`config.mk`:
```
export PLATFORM = sky130hd
export DESIGN_NAME = apb_master_arbiter
export DESIGN_NICKNAME = d
export VERILOG_FILES = /design/src/rtl/apb_master_arbiter.sv
export SDC_FILE = /design/constraint.sdc
export NUM_CORES = 1
export LEC_CHECK = 0
export CORE_UTILIZATION = 41
export CTS_CLUSTER_SIZE = 14
export DETAILED_ROUTE_END_ITERATION = 6
export GPL_TIMING_DRIVEN = 1
export PLACE_DENSITY = 0.8
export SYNTH_ARGS = -nofsm -noshare
export SYNTH_HDL_FRONTEND = slang
export SYNTH_SLANG_ARGS = --single-unit
```
`constraint.sdc`:
```
create_clock -name PCLK -period 5.55 [get_ports PCLK]
set_input_delay 1.11 -clock PCLK [delete_from_list [all_inputs] [get_ports PCLK]]
set_output_delay 1.11 -clock PCLK [all_outputs]
set_load 0.01 [all_outputs]
```
`src/rtl/apb_master_arbiter.sv`:
```
// apb_master_arbiter
// Two-requester round-robin arbiter in front of a single APB master port.
// Each granted command is walked through SETUP and ACCESS; completion (normal,
// slave error or access timeout) is reported back to the owner as a one-cycle
// DONE pulse with RDATA/ERR that stay valid until that requester's next DONE.

module apb_master_arbiter #(
    parameter int ADDR_W         = 32,
    parameter int DATA_W         = 32,
    parameter int TIMEOUT_CYCLES = 16,
    parameter int TO_CNT_W       = 8
) (
    input  logic              PCLK,
    input  logic              PRESET,
    // requester 0
    input  logic              R0_REQ,
    input  logic              R0_WRITE,
    input  logic [ADDR_W-1:0] R0_ADDR,
    input  logic [DATA_W-1:0] R0_WDATA,
    output logic              R0_DONE,
    output logic [DATA_W-1:0] R0_RDATA,
    output logic              R0_ERR,
    // requester 1
    input  logic              R1_REQ,
    input  logic              R1_WRITE,
    input  logic [ADDR_W-1:0] R1_ADDR,
    input  logic [DATA_W-1:0] R1_WDATA,
    output logic              R1_DONE,
    output logic [DATA_W-1:0] R1_RDATA,
    output logic              R1_ERR,
    // APB master port
    output logic              PSEL,
    output logic              PENABLE,
    output logic              PWRITE,
    output logic [ADDR_W-1:0] PADDR,
    output logic [DATA_W-1:0] PWDATA,
    input  logic [DATA_W-1:0] PRDATA,
    input  logic              PREADY,
    input  logic              PSLVERR
);

    typedef enum logic [1:0] {
        ST_IDLE   = 2'd0,
        ST_SETUP  = 2'd1,
        ST_ACCESS = 2'd2
    } state_t;

    localparam bit                TO_EN    = (TIMEOUT_CYCLES != 0);
    localparam logic [TO_CNT_W-1:0] TO_LIMIT = TO_CNT_W'(TIMEOUT_CYCLES);
    localparam logic [TO_CNT_W-1:0] CNT_MAX  = {TO_CNT_W{1'b1}};

    state_t              state_q, state_d;
    logic                last_q, last_d;     // requester granted most recently
    logic                gnt_q, gnt_d;       // owner of the transfer in flight
    logic [TO_CNT_W-1:0] cnt_q, cnt_d;       // PREADY=0 cycles seen in ACCESS
    logic                psel_q, psel_d;
    logic                penable_q, penable_d;
    logic                pwrite_q, pwrite_d;
    logic [ADDR_W-1:0]   paddr_q, paddr_d;
    logic [DATA_W-1:0]   pwdata_q, pwdata_d;
    logic                done0_q, done0_d;
    logic                done1_q, done1_d;
    logic [DATA_W-1:0]   rdata0_q, rdata0_d;
    logic [DATA_W-1:0]   rdata1_q, rdata1_d;
    logic                err0_q, err0_d;
    logic                err1_q, err1_d;

    logic                elig0_s, elig1_s, pick_s;
    logic [TO_CNT_W-1:0] cnt_inc_s;
    logic                fin_s;
    logic                fin_err_s;
    logic [DATA_W-1:0]   fin_rdata_s;

    // Eligibility masks a requester in the cycle its DONE is visible so a
    // level REQ that has not yet dropped is not re-granted.
    always_comb begin
        elig0_s   = R0_REQ & ~done0_q;
        elig1_s   = R1_REQ & ~done1_q;
        pick_s    = (elig0_s & elig1_s) ? ~last_q : elig1_s;
        cnt_inc_s = (cnt_q == CNT_MAX) ? cnt_q : (cnt_q + {{(TO_CNT_W-1){1'b0}}, 1'b1});
    end

    // Next-state and next-output computation for the transfer sequencer.
    always_comb begin
        state_d     = state_q;
        last_d      = last_q;
        gnt_d       = gnt_q;
        cnt_d       = cnt_q;
        psel_d      = psel_q;
        penable_d   = penable_q;
        pwrite_d    = pwrite_q;
        paddr_d     = paddr_q;
        pwdata_d    = pwdata_q;
        done0_d     = 1'b0;
        done1_d     = 1'b0;
        rdata0_d    = rdata0_q;
        rdata1_d    = rdata1_q;
        err0_d      = err0_q;
        err1_d      = err1_q;
        fin_s       = 1'b0;
        fin_err_s   = 1'b0;
        fin_rdata_s = {DATA_W{1'b0}};

        case (state_q)
            ST_IDLE: begin
                if (elig0_s | elig1_s) begin
                    gnt_d     = pick_s;
                    last_d    = pick_s;
                    pwrite_d  = pick_s ? R1_WRITE : R0_WRITE;
                    paddr_d   = pick_s ? R1_ADDR  : R0_ADDR;
                    pwdata_d  = pick_s ? R1_WDATA : R0_WDATA;
                    psel_d    = 1'b1;
                    penable_d = 1'b0;
                    state_d   = ST_SETUP;
                end else begin
                    psel_d    = 1'b0;
                    penable_d = 1'b0;
                    state_d   = ST_IDLE;
                end
            end
            ST_SETUP: begin
                penable_d = 1'b1;
                cnt_d     = {TO_CNT_W{1'b0}};
                state_d   = ST_ACCESS;
            end
            ST_ACCESS: begin
                if (PREADY) begin
                    fin_s       = 1'b1;
                    fin_err_s   = PSLVERR;
                    fin_rdata_s = pwrite_q ? {DATA_W{1'b0}} : PRDATA;
                end else if (TO_EN && (cnt_inc_s >= TO_LIMIT)) begin
                    fin_s       = 1'b1;
                    fin_err_s   = 1'b1;
                    fin_rdata_s = {DATA_W{1'b0}};
                end else begin
                    cnt_d = cnt_inc_s;
                end
            end
            default: begin
                psel_d    = 1'b0;
                penable_d = 1'b0;
                state_d   = ST_IDLE;
            end
        endcase

        // Completion: close the APB access and report to the owner only.
        if (fin_s) begin
            psel_d    = 1'b0;
            penable_d = 1'b0;
            state_d   = ST_IDLE;
            if (gnt_q) begin
                done1_d  = 1'b1;
                rdata1_d = fin_rdata_s;
                err1_d   = fin_err_s;
            end else begin
                done0_d  = 1'b1;
                rdata0_d = fin_rdata_s;
                err0_d   = fin_err_s;
            end
        end else begin
            done0_d = 1'b0;
            done1_d = 1'b0;
        end
    end

    // State and output registers; reset leaves R1 as last so R0 wins first.
    always_ff @(posedge PCLK or posedge PRESET) begin
        if (PRESET) begin
            state_q   <= ST_IDLE;
            last_q    <= 1'b1;
            gnt_q     <= 1'b0;
            cnt_q     <= {TO_CNT_W{1'b0}};
            psel_q    <= 1'b0;
            penable_q <= 1'b0;
            pwrite_q  <= 1'b0;
            paddr_q   <= {ADDR_W{1'b0}};
            pwdata_q  <= {DATA_W{1'b0}};
            done0_q   <= 1'b0;
            done1_q   <= 1'b0;
            rdata0_q  <= {DATA_W{1'b0}};
            rdata1_q  <= {DATA_W{1'b0}};
            err0_q    <= 1'b0;
            err1_q    <= 1'b0;
        end else begin
            state_q   <= state_d;
            last_q    <= last_d;
            gnt_q     <= gnt_d;
            cnt_q     <= cnt_d;
            psel_q    <= psel_d;
            penable_q <= penable_d;
            pwrite_q  <= pwrite_d;
            paddr_q   <= paddr_d;
            pwdata_q  <= pwdata_d;
            done0_q   <= done0_d;
            done1_q   <= done1_d;
            rdata0_q  <= rdata0_d;
            rdata1_q  <= rdata1_d;
            err0_q    <= err0_d;
            err1_q    <= err1_d;
        end
    end

    assign PSEL     = psel_q;
    assign PENABLE  = penable_q;
    assign PWRITE   = pwrite_q;
    assign PADDR    = paddr_q;
    assign PWDATA   = pwdata_q;
    assign R0_DONE  = done0_q;
    assign R0_RDATA = rdata0_q;
    assign R0_ERR   = err0_q;
    assign R1_DONE  = done1_q;
    assign R1_RDATA = rdata1_q;
    assign R1_ERR   = err1_q;

endmodule

```
# ---- After elaboration in Yosys (flattened, before gate mapping)
# Index checks and enable logic that the tools add are counted.
dict set report totals {
  register_bits 147
  in_bits 168
  out_inout_bits 135
  wordCells 67
}
dict set report classes {
  n_addsub 1
  order_cmp 1
  eq_ne 7
  muxes 28
  bitwise_logic 8
  n_reduce_logical 7
}
# operator n
set op_table {}
lappend op_table {{$mux 32} 5}
lappend op_table {{$mux 8} 3}
lappend op_table {{$pmux 8 s2} 1}
lappend op_table {{$mux 1} 15}
lappend op_table {{$add 8x1->8 const B} 1}
lappend op_table {{$eq 8x8->1 const B} 1}
lappend op_table {{$ge 8x5->1 const B} 1}
lappend op_table {{$ne 2x2->1 const B} 3}
lappend op_table {{$pmux 2 s3} 1}
lappend op_table {{$reduce_and 2->1} 3}
lappend op_table {{$not 1->1} 4}
lappend op_table {{$pmux 1 s2} 2}
lappend op_table {{$and 1x1->1} 3}
lappend op_table {{$reduce_and 3->1} 1}
lappend op_table {{$eq 2x1->1 const B} 1}
lappend op_table {{$eq 2x2->1 const B} 1}
lappend op_table {{$logic_not 2->1} 1}
lappend op_table {{$mux 2} 1}
lappend op_table {{$ne 2x1->1 const B} 1}
lappend op_table {{$reduce_bool 2->1} 1}
lappend op_table {{$reduce_or 2->1} 1}
lappend op_table {{$or 1x1->1} 1}

# ---- Logic depth before layout (Yosys ltp)
dict set report logic_depth {
  word_depth 7
  ltp_mapped 8
  ltp_nobuf 7
}

# ---- Least setup slack after synthesis
# Ideal clock, no wire load.
dict set report synth_timing {
  path_type {input-to-reg}
  start {input R0_REQ}
  end {register state_q[0]}
  setup_time_ns 0.134
  t_arrival_ns 2.244
  t_required_ns 5.416
  path_slack_ns 3.172
  path_stages 5
  n_path_buf 2
  path_cell_list {nor2b_1 -> o21ai_1 -> clkbuf_1 -> clkbuf_1 -> o22ai_1}
}
dict set report synth_between {
  elab_chain_cells 5
}
# item line
set synth_lines {}
lappend synth_lines {{start, declared} 16} ;# input logic R0_REQ,
lappend synth_lines {{$and 1x1->1} 77} ;# elig0_s = R0_REQ & ~done0_q;
lappend synth_lines {{$or 1x1->1} 106} ;# if (elig0_s | elig1_s) begin
lappend synth_lines {{$mux 1} 106}
lappend synth_lines {{$pmux 2 s3} 104} ;# case (state_q)
lappend synth_lines {{$mux 2} 147} ;# if (fin_s) begin
lappend synth_lines {{end signal, assigned} 185} ;# state_q <= state_d;
lappend synth_lines {{end, declared} 52} ;# state_t state_q, state_d;
# No other way between the ends.
# A chain may end at the register's enable or synchronous reset.

# ---- Final worst setup path
dict set report layout_timing {
  start {input R0_REQ}
  end {register pwdata_q[18], in the netlist PWDATA[18]}
}
dict set report layout_between {
  elab_chain_cells 4
  word_cells_on_any_way 6
  cone_classes {mux: 2; bitwise: 3; reduce/logical: 1}
}
# item line
set layout_lines {}
lappend layout_lines {{$and 1x1->1 (*)} 77}
lappend layout_lines {{$and 1x1->1} 79} ;# pick_s = (elig0_s & elig1_s) ? ~last_q : elig1_s;
lappend layout_lines {{$mux 1} 79}
lappend layout_lines {{$mux 32} 111} ;# pwdata_d = pick_s ? R1_WDATA : R0_WDATA;
lappend layout_lines {{end signal, assigned} 177} ;# pwdata_q <= {DATA_W{1'b0}};
lappend layout_lines {{end signal, assigned} 193} ;# pwdata_q <= pwdata_d;
lappend layout_lines {{end, declared} 60} ;# logic [DATA_W-1:0] pwdata_q, pwdata_d;
# Mark *: on every way between the ends. The rest lies on a longest branch, timed or not.

==> results by group <==
Outcome
  • Status: finished, final reports clean

Place
  • Hpwl dp: 13600 um
  • Placed instance count: 1089
  • Routability cong.: 0.850
  • Placed cell area: 9550 sq um
  • Port bufs: 302

Synthesis
  • Post-synth top area share: 0.565
  • Ys Warns: 0
  • Top cells by area, synth: dfrtp_1 57%, mux2i_1 10%, a21o_1 7.8%
  • Synth Instances: 608
  • Unique masters post-synth: 30
  • Post-Syn Nets: 780
  • Post-synth top area cell: dfrtp_1
  • Register bit total from synthesis: 146
  • Mean post-synth cell area: 10.6 sq um
  • Synthesized cell area: 6420 sq um
  • Register area share after synthesis: 0.569

Global route
  • Number of global-route vias before repair: 5603
  • First-pass GRT wire length: 30100 um
  • Largest net degree at the start of global routing: 114
  • Overflow after GRT: 0
  • Gr usage total: 0.243
  • Initial antenna violation count: 0

Power
  • Clock share of power: 0.222
  • Sw frac: 0.337
  • NetSw: 1670 uW
  • P_leak: 0.00500 uW
  • Logic pwr share: 0.425
  • Design internal power: 3270 uW
  • PD cells: 488 nW/um^2
  • Peak VDD IR: 340 uV
  • Sequential power share: 0.352

Critical path
  • Crit Path Category: in -> reg
  • Crit path cell chain: clkdlybuf4s50_1 -> nor2b_1 -> nand2_1 -> nand2_4 -> mux2i_1 -> o21ai_0
  • WP buf/inv: 1
  • WP depth: 6
  • Crit start category: input pin
  • Worst Path Max Fanout: 65
  • FF-to-FF End: R1_ERR
  • Critical path required time: 5800 ps
  • R2r setup slk: 2910 ps
  • Crit path launch: R0_REQ
  • Crit-path slowest cell: nand2_4
  • WP data arrival: 3380 ps
  • CP max stage delay: 850 ps
  • CP endpoint: PWDATA[18]
  • Reg-to-reg critical path startpoint: cnt_q[0]
  • Critical path endpoint category: flop
  • R2r worst-path depth: 7
  • Worst path top cell family by delay: simple AND/OR/NAND/NOR gates

Detailed routing
  • Routed WL: 19200 um
  • DR WL/cell: 17.1 um
  • # DRC: 0
  • Initial drt markers: 216
  • Pre-Repair DR Iteration Count: 4
  • Via Count: 5486
  • Vias per cell: 4.89
  • DRT antenna net count: 0

Floorplanning
  • DIE AREA: 16200 sq um
  • Placement Rows: 45
  • Die width: 127 um
  • Core Area: 15300 sq um
  • Num ports: 303
  • Die Ht: 127 um
  • Starting Density: 0.421

Clock network
  • Clock Latency Late Sink: 420 ps
  • Num CTS Buffers: 17
  • CTS Hold Bufs: 0
  • CTS Sinks: 146
  • TritonCTS clock tree: yes
  • CTS resizes: 0
  • H-tree levels: 4
  • Clk buf depth: 2
  • Worst-path clk slew: 60 ps
  • Post-CTS setup buffers: 0
  • Root buffer cell: clkbuf_16

Timing
  • TNS Setup: 0 ps
  • Actual slew at the worst max-slew pin: 1160 ps
  • # setup viols final: 0
  • Hold violation count in the final report: 0
  • Max-slew violation count: 0
  • F_max: 0.320 GHz
  • RSZ-0062 raised after global routing: false
  • Slew HR: 0.223
  • Final Cycle Share: 0.563
  • Setup Skew: 9.64 ps
  • Final min period: 3120 ps

Layout
  • Diodes inserted: 0
  • Share of layout cells above drive strength 1: 0.0527
  • Fin nets: 1069
  • Final cell count without fillers: 1121
  • Layout Area Growth over Synthesis: 57.6%
  • Core Util, Final: 0.663
  • Post-route cell area: 10100 sq um

Run
  • Max_cap viols: 0

Hold path
  • Hold Path Class: reg -> reg
==> cell type report <==
type	count	area (sq um)
fill	1241	5140
multi-input combinational	416	2520
sequential	146	3650
clock buffer	20	457
tap	211	264
clock inverter	12	108
timing repair buffer	310	3080
inverter	6	27.5
==> per-layer routing <==
| layer | wire length (um) | GRT usage | share of wire |
|---|---|---|---|
| met1 | 7740 | 0.286 | 0.40 |
| met2 | 9810 | 0.425 | 0.51 |
| met3 | 1140 | 0.0678 | 0.059 |
| met4 | 498 | 0.0896 | 0.026 |
| met5 | 0 | 0 | 0 |
==> worst min-delay path by stage <==
stage | startpoint | endpoint | depth (start not counted)
6_report | PADDR[29] | PADDR[29] | 2
5_1_grt | R1_RDATA[8] | R1_RDATA[8] | 1
4_1_cts | R1_RDATA[25] | R1_RDATA[25] | 1
3_5_place_dp | R0_RDATA[17] | R0_RDATA[17] | 1
3_3_place_gp | R0_RDATA[8] | R0_RDATA[8] | 1
2_1_floorplan | cnt_q[4] | cnt_q[4] | 1
==> sequential cells by signal, summed over array words and instances, names as in the netlist <==
register and count:
PADDR 32, PSEL 1, PWDATA 32, PWRITE 1, R0_DONE 1, R0_ERR 1
R0_RDATA 32, R1_DONE 1, R1_ERR 1, R1_RDATA 32, cnt_q 8, gnt_q 1
last_q 1, state_q 2
==> Yosys cell counts (all sizes together) <==
library cell  number
a2111oi            1
a211o              1
a21o              67
a21oi              4
a22o               4
a31oi              3
and2               5
and3               2
and4               2
buf               15
clkbuf            25
dfrtp            145
dfstp              1
ha                 4
inv                6
mux2               4
mux2i             65
nand2            104
nand2b             4
nand4              4
nand4b             1
nor2              68
nor2b              5
o21ai             67
o22ai              1
==> cells in the final DEF (no fill, tap or decap), types with 2 or more instances in the layout <==
cell type,instances
nand2b_1,4
inv_6,3
ha_1,4
mux2_2,2
nor2_1,67
buf_4,8
clkinv_2,4
nand2_1,103
clkinv_4,2
clkbuf_16,17
inv_1,5
and4_1,2
a21o_1,67
nand4_1,4
clkbuf_8,2
clkinvlp_4,3
nor2b_1,5
a21oi_1,4
a31oi_1,3
clkdlybuf4s50_1,302
o21ai_0,66
mux2_1,2
mux2i_1,65
and2_1,5
a22o_1,4
dfrtp_1,145
==> worst reg2reg max path, stage by stage, from the launching register on <==
cell	delay, ps
dfrtp_1	380
ha_1	250
and4_1	280
nor2_1	80
a2111oi_4	530
a21o_1	250
buf_4	370
mux2_1	370
==> kinds of logic (layout without fill, tap and decap cells) <==
| kind of cell | Yosys count | count (layout) | synth area share |
|---|---|---|---|
| compound gates | 148 | 148 | 0.149 |
| fa+ha+maj | 4 | 4 | 0.00779 |
| buf+inv | 46 | 348 | 0.0411 |
| flops | 146 | 146 | 0.569 |
| mux | 69 | 69 | 0.108 |
| simple gates | 195 | 195 | 0.125 |
==> through the flow <==
stage | hold WS (ps) | setup WS (ps) | power [uW]
global route | 483 | 2220 | 5230
floorplan | 484 | 519 | 2660
CTS | 478 | 2430 | 4990
finish | 473 | 2430 | 4940
global placement | 456 | 2050 | 3820
detailed placement | 464 | 2010 | 3870
==> power by group through the flow <==
| stage | logic (uW) | clock network (uW) | registers, uW |
|---|---|---|---|
| floorplan | 732 | 0 | 1930 |
| global placement | 2080 | 0 | 1740 |
| detailed placement | 2120 | 0 | 1750 |
| CTS | 2130 | 1120 | 1740 |
| global route | 2260 | 1170 | 1800 |
| finish | 2100 | 1100 | 1740 |
Power figures use the tool's default switching activity.
